File: config.mk
export PLATFORM = sky130hd
export DESIGN_NAME = sprite_hit_tracker
export DESIGN_NICKNAME = d
export VERILOG_FILES = /design/src/rtl/hit_tracker_pkg.sv /design/src/rtl/sprite_hit_tracker_popcount.sv /design/src/rtl/sprite_hit_tracker.sv
export SDC_FILE = /design/constraint.sdc
export NUM_CORES = 1
export LEC_CHECK = 0
export ABC_AREA = 1
export CORE_MARGIN = 2
export CORE_UTILIZATION = 30
export DETAILED_ROUTE_END_ITERATION = 8
export DONT_BUFFER_PORTS = 1
export SYNTH_ARGS = -nofsm -noshare
export SYNTH_HDL_FRONTEND = slang
export SYNTH_SLANG_ARGS = --single-unit
File: constraint.sdc
create_clock -name vga_clk_i -period 5.65 [get_ports vga_clk_i]
set_input_delay 0.565 -clock vga_clk_i [delete_from_list [all_inputs] [get_ports vga_clk_i]]
set_output_delay 0.565 -clock vga_clk_i [all_outputs]
set_load 0.1 [all_outputs]
File: src/rtl/hit_tracker_pkg.sv
// Shared types and default constants for the sprite hit tracker.
// Latency: n/a (declarations only).
// Backpressure: n/a.
package hit_tracker_pkg;

    // Game-state FSM for one wave of aliens.
    typedef enum logic [1:0] {
        ST_PLAY       = 2'd0,
        ST_CLEAR_HOLD = 2'd1,
        ST_REARM      = 2'd2
    } hit_state_e;

    localparam int DEF_NUM_ALIENS        = 5;
    localparam int DEF_NUM_MISSILES      = 8;
    localparam int DEF_SCORE_W           = 16;
    localparam int DEF_POINTS_PER_ALIEN  = 10;
    localparam int DEF_CLEAR_HOLD_FRAMES = 60;

    // Extra headroom bits used when adding kill points before clamping.
    localparam int SCORE_GUARD_W = 4;

endpackage

File: src/rtl/sprite_hit_tracker_popcount.sv
// Counts the set bits of a vector (used to count aliens killed per frame).
// Latency: combinational, zero cycles.
// Backpressure: none; pure function of the input.
module popcount #(
    parameter int W  = 8,
    parameter int CW = $clog2(W + 1)
) (
    input  logic [W-1:0]  vec_i,
    output logic [CW-1:0] cnt_o
);

    // Ripple-sum of every input bit; widths here are tiny.
    always_comb begin
        cnt_o = '0;
        for (int i = 0; i < W; i++) begin
            cnt_o = cnt_o + CW'(vec_i[i]);
        end
    end

endmodule

File: src/rtl/sprite_hit_tracker.sv
// Missile-on-alien collision tracker: accumulates hits per frame, commits alive/score at frame_end.
// Latency: detection feeds pending state next cycle; commit outputs valid one cycle after frame_end.
// Backpressure: none; samples sprite flags every pixel clock, outputs are single-cycle pulses or levels.
module sprite_hit_tracker
    import hit_tracker_pkg::*;
#(
    parameter int NUM_ALIENS        = DEF_NUM_ALIENS,
    parameter int NUM_MISSILES      = DEF_NUM_MISSILES,
    parameter int SCORE_W           = DEF_SCORE_W,
    parameter int POINTS_PER_ALIEN  = DEF_POINTS_PER_ALIEN,
    parameter int CLEAR_HOLD_FRAMES = DEF_CLEAR_HOLD_FRAMES
) (
    input  logic                    vga_clk_i,
    input  logic                    vga_rst_i,
    input  logic                    video_on,
    input  logic                    frame_end,
    input  logic [NUM_ALIENS-1:0]   alien_active,
    input  logic [NUM_MISSILES-1:0] missile_active,
    output logic [NUM_ALIENS-1:0]   alien_alive,
    output logic [NUM_MISSILES-1:0] missile_retire,
    output logic                    hit_pulse,
    output logic [SCORE_W-1:0]      score,
    output logic                    wave_clear
);

    localparam int CNT_W = $clog2(NUM_ALIENS + 1);
    localparam int SUM_W = SCORE_W + SCORE_GUARD_W;
    localparam int FR_W  = (CLEAR_HOLD_FRAMES < 2) ? 1 : $clog2(CLEAR_HOLD_FRAMES + 1);

    localparam logic [SUM_W-1:0] POINTS_EXT    = SUM_W'(POINTS_PER_ALIEN);
    localparam logic [SUM_W-1:0] SCORE_MAX_EXT = {{SCORE_GUARD_W{1'b0}}, {SCORE_W{1'b1}}};
    localparam logic [FR_W-1:0]  LAST_FRAME    = FR_W'(CLEAR_HOLD_FRAMES - 1);

    hit_state_e                state_q, state_d;
    logic [NUM_ALIENS-1:0]     alive_q, alive_d;
    logic [SCORE_W-1:0]        score_q, score_d;
    logic [NUM_ALIENS-1:0]     pend_kill_q, pend_kill_d;
    logic [NUM_MISSILES-1:0]   pend_retire_q, pend_retire_d;
    logic [NUM_MISSILES-1:0]   retire_q, retire_d;
    logic                      hit_q, hit_d;
    logic                      wave_clear_q, wave_clear_d;
    logic [FR_W-1:0]           frames_q, frames_d;

    logic [NUM_ALIENS-1:0]     a_hit;
    logic                      det_on;
    logic [NUM_ALIENS-1:0]     det_kill;
    logic [NUM_MISSILES-1:0]   det_retire;
    logic [NUM_ALIENS-1:0]     kill_all;
    logic [NUM_MISSILES-1:0]   retire_all;
    logic [NUM_ALIENS-1:0]     alive_after;
    logic [CNT_W-1:0]          kill_cnt;
    logic [SUM_W-1:0]          score_sum;

    // The current pixel's hits are folded in so a frame_end cycle still counts.
    popcount #(
        .W  (NUM_ALIENS),
        .CW (CNT_W)
    ) u_kill_count (
        .vec_i (kill_all),
        .cnt_o (kill_cnt)
    );

    // Detection, frame commit and wave FSM next-state logic.
    always_comb begin
        state_d       = state_q;
        alive_d       = alive_q;
        score_d       = score_q;
        pend_kill_d   = pend_kill_q;
        pend_retire_d = pend_retire_q;
        retire_d      = '0;
        hit_d         = 1'b0;
        wave_clear_d  = wave_clear_q;
        frames_d      = frames_q;

        // Dead aliens are masked out, so missiles crossing them neither score nor retire.
        a_hit      = alien_active & alive_q;
        det_on     = (state_q == ST_PLAY) && video_on;
        det_kill   = (det_on && (|missile_active)) ? a_hit : '0;
        det_retire = (det_on && (|a_hit)) ? missile_active : '0;
        kill_all   = pend_kill_q | det_kill;
        retire_all = pend_retire_q | det_retire;
        alive_after = alive_q & ~kill_all;

        // Widened sum leaves headroom so the clamp sees the true total.
        score_sum = {{SCORE_GUARD_W{1'b0}}, score_q} + POINTS_EXT * SUM_W'(kill_cnt);

        case (state_q)
            ST_PLAY: begin
                pend_kill_d   = kill_all;
                pend_retire_d = retire_all;
                if (frame_end) begin
                    alive_d       = alive_after;
                    score_d       = (score_sum > SCORE_MAX_EXT) ? {SCORE_W{1'b1}}
                                                                : score_sum[SCORE_W-1:0];
                    retire_d      = retire_all;
                    hit_d         = |kill_all;
                    pend_kill_d   = '0;
                    pend_retire_d = '0;
                    if (alive_after == '0) begin
                        state_d      = ST_CLEAR_HOLD;
                        frames_d     = '0;
                        wave_clear_d = 1'b1;
                    end
                end
            end
            ST_CLEAR_HOLD: begin
                pend_kill_d   = '0;
                pend_retire_d = '0;
                if (frame_end) begin
                    if (frames_q == LAST_FRAME) begin
                        state_d = ST_REARM;
                    end else begin
                        frames_d = frames_q + FR_W'(1);
                    end
                end
            end
            ST_REARM: begin
                // Single cycle; any frame_end here is deliberately ignored.
                alive_d       = '1;
                wave_clear_d  = 1'b0;
                pend_kill_d   = '0;
                pend_retire_d = '0;
                state_d       = ST_PLAY;
            end
            default: begin
                state_d = ST_PLAY;
            end
        endcase
    end

    // State registers; reset discards pending hits and restarts in PLAY.
    always_ff @(posedge vga_clk_i) begin
        if (vga_rst_i) begin
            state_q       <= ST_PLAY;
            alive_q       <= '1;
            score_q       <= '0;
            pend_kill_q   <= '0;
            pend_retire_q <= '0;
            retire_q      <= '0;
            hit_q         <= 1'b0;
            wave_clear_q  <= 1'b0;
            frames_q      <= '0;
        end else begin
            state_q       <= state_d;
            alive_q       <= alive_d;
            score_q       <= score_d;
            pend_kill_q   <= pend_kill_d;
            pend_retire_q <= pend_retire_d;
            retire_q      <= retire_d;
            hit_q         <= hit_d;
            wave_clear_q  <= wave_clear_d;
            frames_q      <= frames_d;
        end
    end

    assign alien_alive    = alive_q;
    assign missile_retire = retire_q;
    assign hit_pulse      = hit_q;
    assign score          = score_q;
    assign wave_clear     = wave_clear_q;

endmodule

# Word-level counts from Yosys, hierarchy flattened
# Cells that the tools add are included.
# W data, S select, Z words.
[classes] add_sub_neg=6 n_mul=1 n_lt_le_gt_ge=1 n_eq_ne=8 n_mux=22 n_bitwise=7 reduce_logical=18
[ops] op="$mux W6" count=4
[ops] op="$pmux W5 S2" count=2
[ops] op="$add A16 B7 Y17" count=1
[ops] op="$gt A17 B16 Y1 const B" count=1
[ops] op="$mux W16" count=1
[ops] op="$mux W8" count=2
[ops] op="$pmux W8 S2" count=1
[ops] op="$mux W5" count=3
[ops] op="$pmux W6 S2" count=1
[ops] op="$and A5 B5 Y5" count=2
[ops] op="$reduce_or A5 Y1" count=2
[ops] op="$add A3 B1 Y3" count=3
[ops] op="$mux W2" count=4
[ops] op="$ne A2 B2 Y1 const B" count=4
[ops] op="$or A8 B8 Y8" count=1
[ops] op="$reduce_or A8 Y1" count=1
[ops] op="$add A6 B1 Y6 const B" count=1
[ops] op="$eq A6 B6 Y1 const B" count=1
[ops] op="$mul A3 B3 Y6 const A" count=1
[ops] op="$reduce_bool A2 Y1" count=3
[ops] op="$logic_not A5 Y1" count=1
[ops] op="$not A5 Y5" count=1
[ops] op="$or A5 B5 Y5" count=1
[ops] op="$reduce_and A5 Y1" count=1
[ops] op="15 further kinds" count=20
[totals] register_bits=52 inputBits=17 output_inout_bits=31 wordCells=72

# Logic depth before layout (Yosys ltp)
[depth] ltp_word=13 ltp_mapped=30 ltp_nobuf=30

# Hierarchy
# Synthesis repeated with hierarchy kept, for this count alone.
[hier_totals] cells_unflattened=368 hier_area_um2=2810.2
[modules_own_cells] module="sprite_hit_tracker" n_inst=1 cells_each=360 area_each_um2=2738.9 seq_area_each_um2=1041.0
[modules_own_cells] module="popcount" n_inst=1 cells_each=8 area_each_um2=71.3 seq_area_each_um2=0.0

# Least setup slack after synthesis
# OpenSTA, ideal clock, no wires.
[synth_timing] kind="reg2reg" startpoint="register alive_q[1], in the netlist alien_alive[1]" endpoint="register score_q[13], in the netlist score[13]" t_arrival_ns=4.703 required_ns=5.541 path_slack_ns=0.838 path_stages_with_launch=25 period_less_slack_ns=4.812 cell_sequence="dfxtp_1 nand2_1 nand3b_1 nand2_1 inv_1 ha_1 inv_1 fa_1 inv_1 ha_1 inv_1 fa_1 inv_1 ha_1 ha_1 ha_1 a21o_1 a22oi_1 and2_4 nor2_4 nand4_4 buf_6 nand3_1 nand2_1 inv_1"
[synth_via] elab_chain_len=11
[synth_rtl] item="start: declaration" line_no="sprite_hit_tracker.sv:35" source="logic [NUM_ALIENS-1:0] alive_q, alive_d;"
[synth_rtl] item="start signal: assignment" line_no="sprite_hit_tracker.sv:145" source="alive_q <= alive_d;"
[synth_rtl] item="$and A5 B5 Y5 *" line_no="sprite_hit_tracker.sv:76" source="a_hit = alien_active & alive_q;"
[synth_rtl] item="$mux W5 *" line_no="sprite_hit_tracker.sv:78" source="det_kill = (det_on && (|missile_active)) ? a_hit : '0;"
[synth_rtl] item="$or A5 B5 Y5 *" line_no="sprite_hit_tracker.sv:80" source="kill_all = pend_kill_q | det_kill;"
[synth_rtl] item="$add A1 B1 Y2 *" line_no="sprite_hit_tracker_popcount.sv:16" source="cnt_o = cnt_o + CW'(vec_i[i]);"
[synth_rtl] item="$add A3 B1 Y3 * (3 in series)" line_no="sprite_hit_tracker_popcount.sv:16"
[synth_rtl] item="$mul A3 B3 Y6 *" line_no="sprite_hit_tracker.sv:85" source="score_sum = {{SCORE_GUARD_W{1'b0}}, score_q} + POINTS_EXT * SUM_W'(kill_cnt);"
[synth_rtl] item="$add A16 B7 Y17 *" line_no="sprite_hit_tracker.sv:85"
[synth_rtl] item="$gt A17 B16 Y1" line_no="sprite_hit_tracker.sv:93" source="score_d = (score_sum > SCORE_MAX_EXT) ? {SCORE_W{1'b1}}"
[synth_rtl] item="$mux W16 *" line_no="sprite_hit_tracker.sv:93"
[synth_rtl] item="end signal: assignment" line_no="sprite_hit_tracker.sv:146" source="score_q <= score_d;"
[synth_rtl] item="end: declaration" line_no="sprite_hit_tracker.sv:36" source="logic [SCORE_W-1:0] score_q, score_d;"
# Mark *: on every way between the ends. The rest lies on a longest branch, timed or not.
# A chain may end at the register's enable or synchronous reset.

# Worst setup path in the final report
[layout_timing] startpoint="register state_q[0]" endpoint="register score_q[15], in the netlist score[15]"
[layout_via] elab_chain_len=13
[layout_rtl] item="start: declaration" line_no="sprite_hit_tracker.sv:34" source="hit_state_e state_q, state_d;"
[layout_rtl] item="start signal: assignment" line_no="sprite_hit_tracker.sv:144" source="state_q <= state_d;"
[layout_rtl] item="$logic_not A2 Y1 *" line_no="sprite_hit_tracker.sv:77, sprite_hit_tracker.sv:87"
[layout_rtl] item="$logic_and A1 B1 Y1" line_no="sprite_hit_tracker.sv:77" source="det_on = (state_q == ST_PLAY) && video_on;"
[layout_rtl] item="$logic_and A1 B1 Y1" line_no="sprite_hit_tracker.sv:78"
[layout_rtl] item="$mux W5" line_no="sprite_hit_tracker.sv:78"
[layout_rtl] item="$or A5 B5 Y5" line_no="sprite_hit_tracker.sv:80"
[layout_rtl] item="$add A1 B1 Y2" line_no="sprite_hit_tracker_popcount.sv:16"
[layout_rtl] item="$add A3 B1 Y3 (3 in series)" line_no="sprite_hit_tracker_popcount.sv:16"
[layout_rtl] item="$mul A3 B3 Y6" line_no="sprite_hit_tracker.sv:85"
[layout_rtl] item="$add A16 B7 Y17" line_no="sprite_hit_tracker.sv:85"
[layout_rtl] item="$gt A17 B16 Y1" line_no="sprite_hit_tracker.sv:93"
[layout_rtl] item="$mux W16" line_no="sprite_hit_tracker.sv:93"
# Marks and branches as above.

==> run summary <==
Hold-fix buffer count after cts: 0
Clk buf depth: 2
Die Ht: 102 µm
Number of global-route vias before repair: 2236
Critical path's slowest cell: fa_1
DR vias: 2410
Clock sink total: 52
Vias/cell: 4.73
Net count after synthesis: 416
Final worst path period share: 85.5%
Max stage delay on crit path: 520 ps
WL/cell: 12.7 µm
Max Freq: 0.207 GHz
Worst hold path class: input port to flip-flop
Fin. Hold Viols: 0
Worst-Margin Slew: 1160 ps
Post-Synth Simple-Gate Area: 22.4%
Initial DRT Pass Iterations: 4
Tmin final: 4830 ps
Worst hold endpoint: frames_q[1]$_SDFFE_PP0P_
Boundary Pins: 48
Final setup TNS: 0 ps
Count of final setup violators: 0
Synth Cell Area: 2880 µm²
Post-CTS Setup Bufs: 0
Post-layout nets: 419
Pre-CTS WS: 802 ps
Flop2flop setup slack: 820 ps
Crit path capture type: flip-flop
Dpl hpwl: 4.82 mm
Avg Synthesized Cell Area: 7.63 µm²
CP Max Fanout: 16
Max-Cap Viols: 0
Number of I/O port buffers: 0
Initial DRC count: 116
Clk_skew: 7.67 ps
Crit path top cell by count: inv_1
Worst hold start: vga_rst_i
RSZ-0062 raised after global routing: no
Rel. slew slack: 22.7%
Gr ovfl total: 0
# rows: 35
Worst skew pair latency: 300 ps
R2R depth: 27
Worst r2r src: state_q[0]$_SDFFE_PP0P_
H-tree levels: 2
Largest family of logic cells by synthesized area: simple AND/OR/NAND/NOR gates
Sequential share of the synthesized area: 36.2%
Seq cells post-synth: 52
# diodes: 0
Final WS setup: 821 ps
Initial Util: 31.0%
Pwr Density: 594 nW/µm²
Total Wirelength: 6.49 mm
Static leakage: 0.00136 µW
Antenna violations before repair: 0
Post-CTS sizing: 0
Syn. warnings: 0
Clk slew on worst S/H paths: 100 ps
Unique masters post-synth: 36
Drt drc: 0
Global-route wire length before repair: 11.0 mm
Synth Area in Compound Gates: 16.2%
Final antenna-violating net count: 0
Clk root buf: clkbuf_8
Peak VDD IR: 0.182 mV
TritonCTS clock tree: built
Max Slew Vio Count: 0
Layout cells sized above 1: 6.30%
CP arrival: 5080 ps
CTS buffer count: 5
Pin count of the biggest net entering global routing: 29
CP startpoint kind: flip-flop
Post-Synth Adder-Cell Area: 10.4%
Hold Path Depth: 1
Multiplexer share of the synthesized area: 0%
Gate count after technology mapping: 377
Final GP Congestion: 0.804
Area growth from synthesis to layout: 8.70%
Worst EP required: 5910 ps
Die X: 102 µm
Die area: 10400 µm²
Outcome: complete, no violations
Reg2reg end: score[15]$_SDFFE_PP0P_
Total core area: 9280 µm²
GRT Total Usage: 13.1%
CP Class: flip-flop to flip-flop
Fraction of synthesized cell area in xor and xnor cells: 4.57%
sequential cells by signal, summed over array words and instances (netlist names):
register,count
alien_alive,5
state_q,2
frames_q,6
hit_pulse,1
pend_kill_q,5
pend_retire_q,8
missile_retire,8
wave_clear,1
score,16
layer usage:
metal,global-route usage [%],part of all wire (%),vias to the layer above
met5,0,0,-
met4,3.08,0.62,0
met3,3.76,4.9,2
met2,22.4,49,42
met1,16.4,45,1122
li1,-,-,1244
area by class of cell:
type                            instances  area, µm²
Fill cell                            1018       6160
Multi-Input combinational cell        249       1540
Sequential cell                        52       1040
Inverter                               66        249
Tap cell                              129        161
Clock buffer                            5       68.8
Timing Repair Buffer                    6       45.0
Clock inverter                          3       21.3
power by group:
group / internal [µW] / switching (µW)
Clock: 88.3 / 131
Combinational: 278 / 517
Sequential: 444 / 398
Yosys cell counts (all sizes together):
cell | number | area share (%)
xnor2 | 3 | 0.91
nand2 | 67 | 8.7
nor3 | 5 | 0.87
xor2 | 12 | 3.7
nand3b | 3 | 0.78
fa | 3 | 2.1
o21ai | 11 | 2.0
a21oi | 16 | 2.8
o21bai | 9 | 2.7
a211oi | 13 | 3.4
o22ai | 5 | 1.1
nor2 | 27 | 3.9
clkbuf | 9 | 1.2
a31oi | 8 | 1.7
buf | 1 | 0.39
and2 | 1 | 0.30
clkinv | 2 | 0.30
inv | 64 | 8.4
o211ai | 6 | 1.6
a22oi | 1 | 0.26
nand3 | 30 | 5.6
dfxtp | 52 | 36
a41oi | 1 | 0.30
a21o | 1 | 0.26
ha | 19 | 8.3
nand4 | 8 | 2.3
critical path, delay by kind of cell (launching register included):
| family | cells | cell delay [ps] |
|---|---|---|
| simple gates | 9 | 1240 |
| buf+inv | 9 | 690 |
| flops | 1 | 340 |
| compound gates | 1 | 110 |
| fa+ha+maj | 8 | 2400 |
worst max-delay path by stage:
stage,start,to,slack (ps),cells past startpoint
floorplan,alien_alive[1]$_SDFFE_PP1P_,score[13]$_SDFFE_PP0P_,840,24
global placement,missile_active[5],score[14]$_SDFFE_PP0P_,880,26
finish,state_q[0]$_SDFFE_PP0P_,score[15]$_SDFFE_PP0P_,820,27
CTS,state_q[0]$_SDFFE_PP0P_,score[15]$_SDFFE_PP0P_,820,26
global route,state_q[0]$_SDFFE_PP0P_,score[14]$_SDFFE_PP0P_,400,27
detailed placement,missile_active[1],score[15]$_SDFFE_PP0P_,800,26
cells in the final DEF, fill, tap and decap left out, types with 2 or more instances in the layout:
cell type / synthesis / routed
o211ai_1: 6 / 6
nor2_1: 25 / 25
nand2_1: 67 / 67
nand4_1: 7 / 7
inv_1: 63 / 63
fa_1: 3 / 3
nand3_2: 2 / 2
o21bai_1: 8 / 8
o22ai_1: 5 / 5
ha_1: 19 / 19
buf_4: 0 / 6
clkbuf_8: 0 / 5
nor3_1: 5 / 5
a31oi_1: 8 / 8
xor2_1: 12 / 12
nand3b_1: 3 / 3
nand3_1: 28 / 28
o21ai_1: 2 / 2
dfxtp_1: 52 / 52
xnor2_1: 3 / 3
a211oi_1: 13 / 13
clkinv_2: 1 / 2
a21oi_1: 16 / 16
o21ai_0: 8 / 8
metrics by stage:
step	utilization, %	area, µm²	hold slack, ps	std cells	power, µW
after floorplan	-	2880	438	377	1490
after global placement	32.7	3040	448	502	1630
after detailed placement	32.7	3040	452	502	1650
after CTS	33.7	3130	308	510	1870
after global routing	33.7	3130	287	510	2020
final	33.7	3130	314	510	1860
cells by family after synthesis:
kind of cell,Yosys count
fa+ha+maj,22
compound gates,71
simple gates,141
xor+xnor,15
buf+inv,76
flops,52
Power figures use the tool's default switching activity.
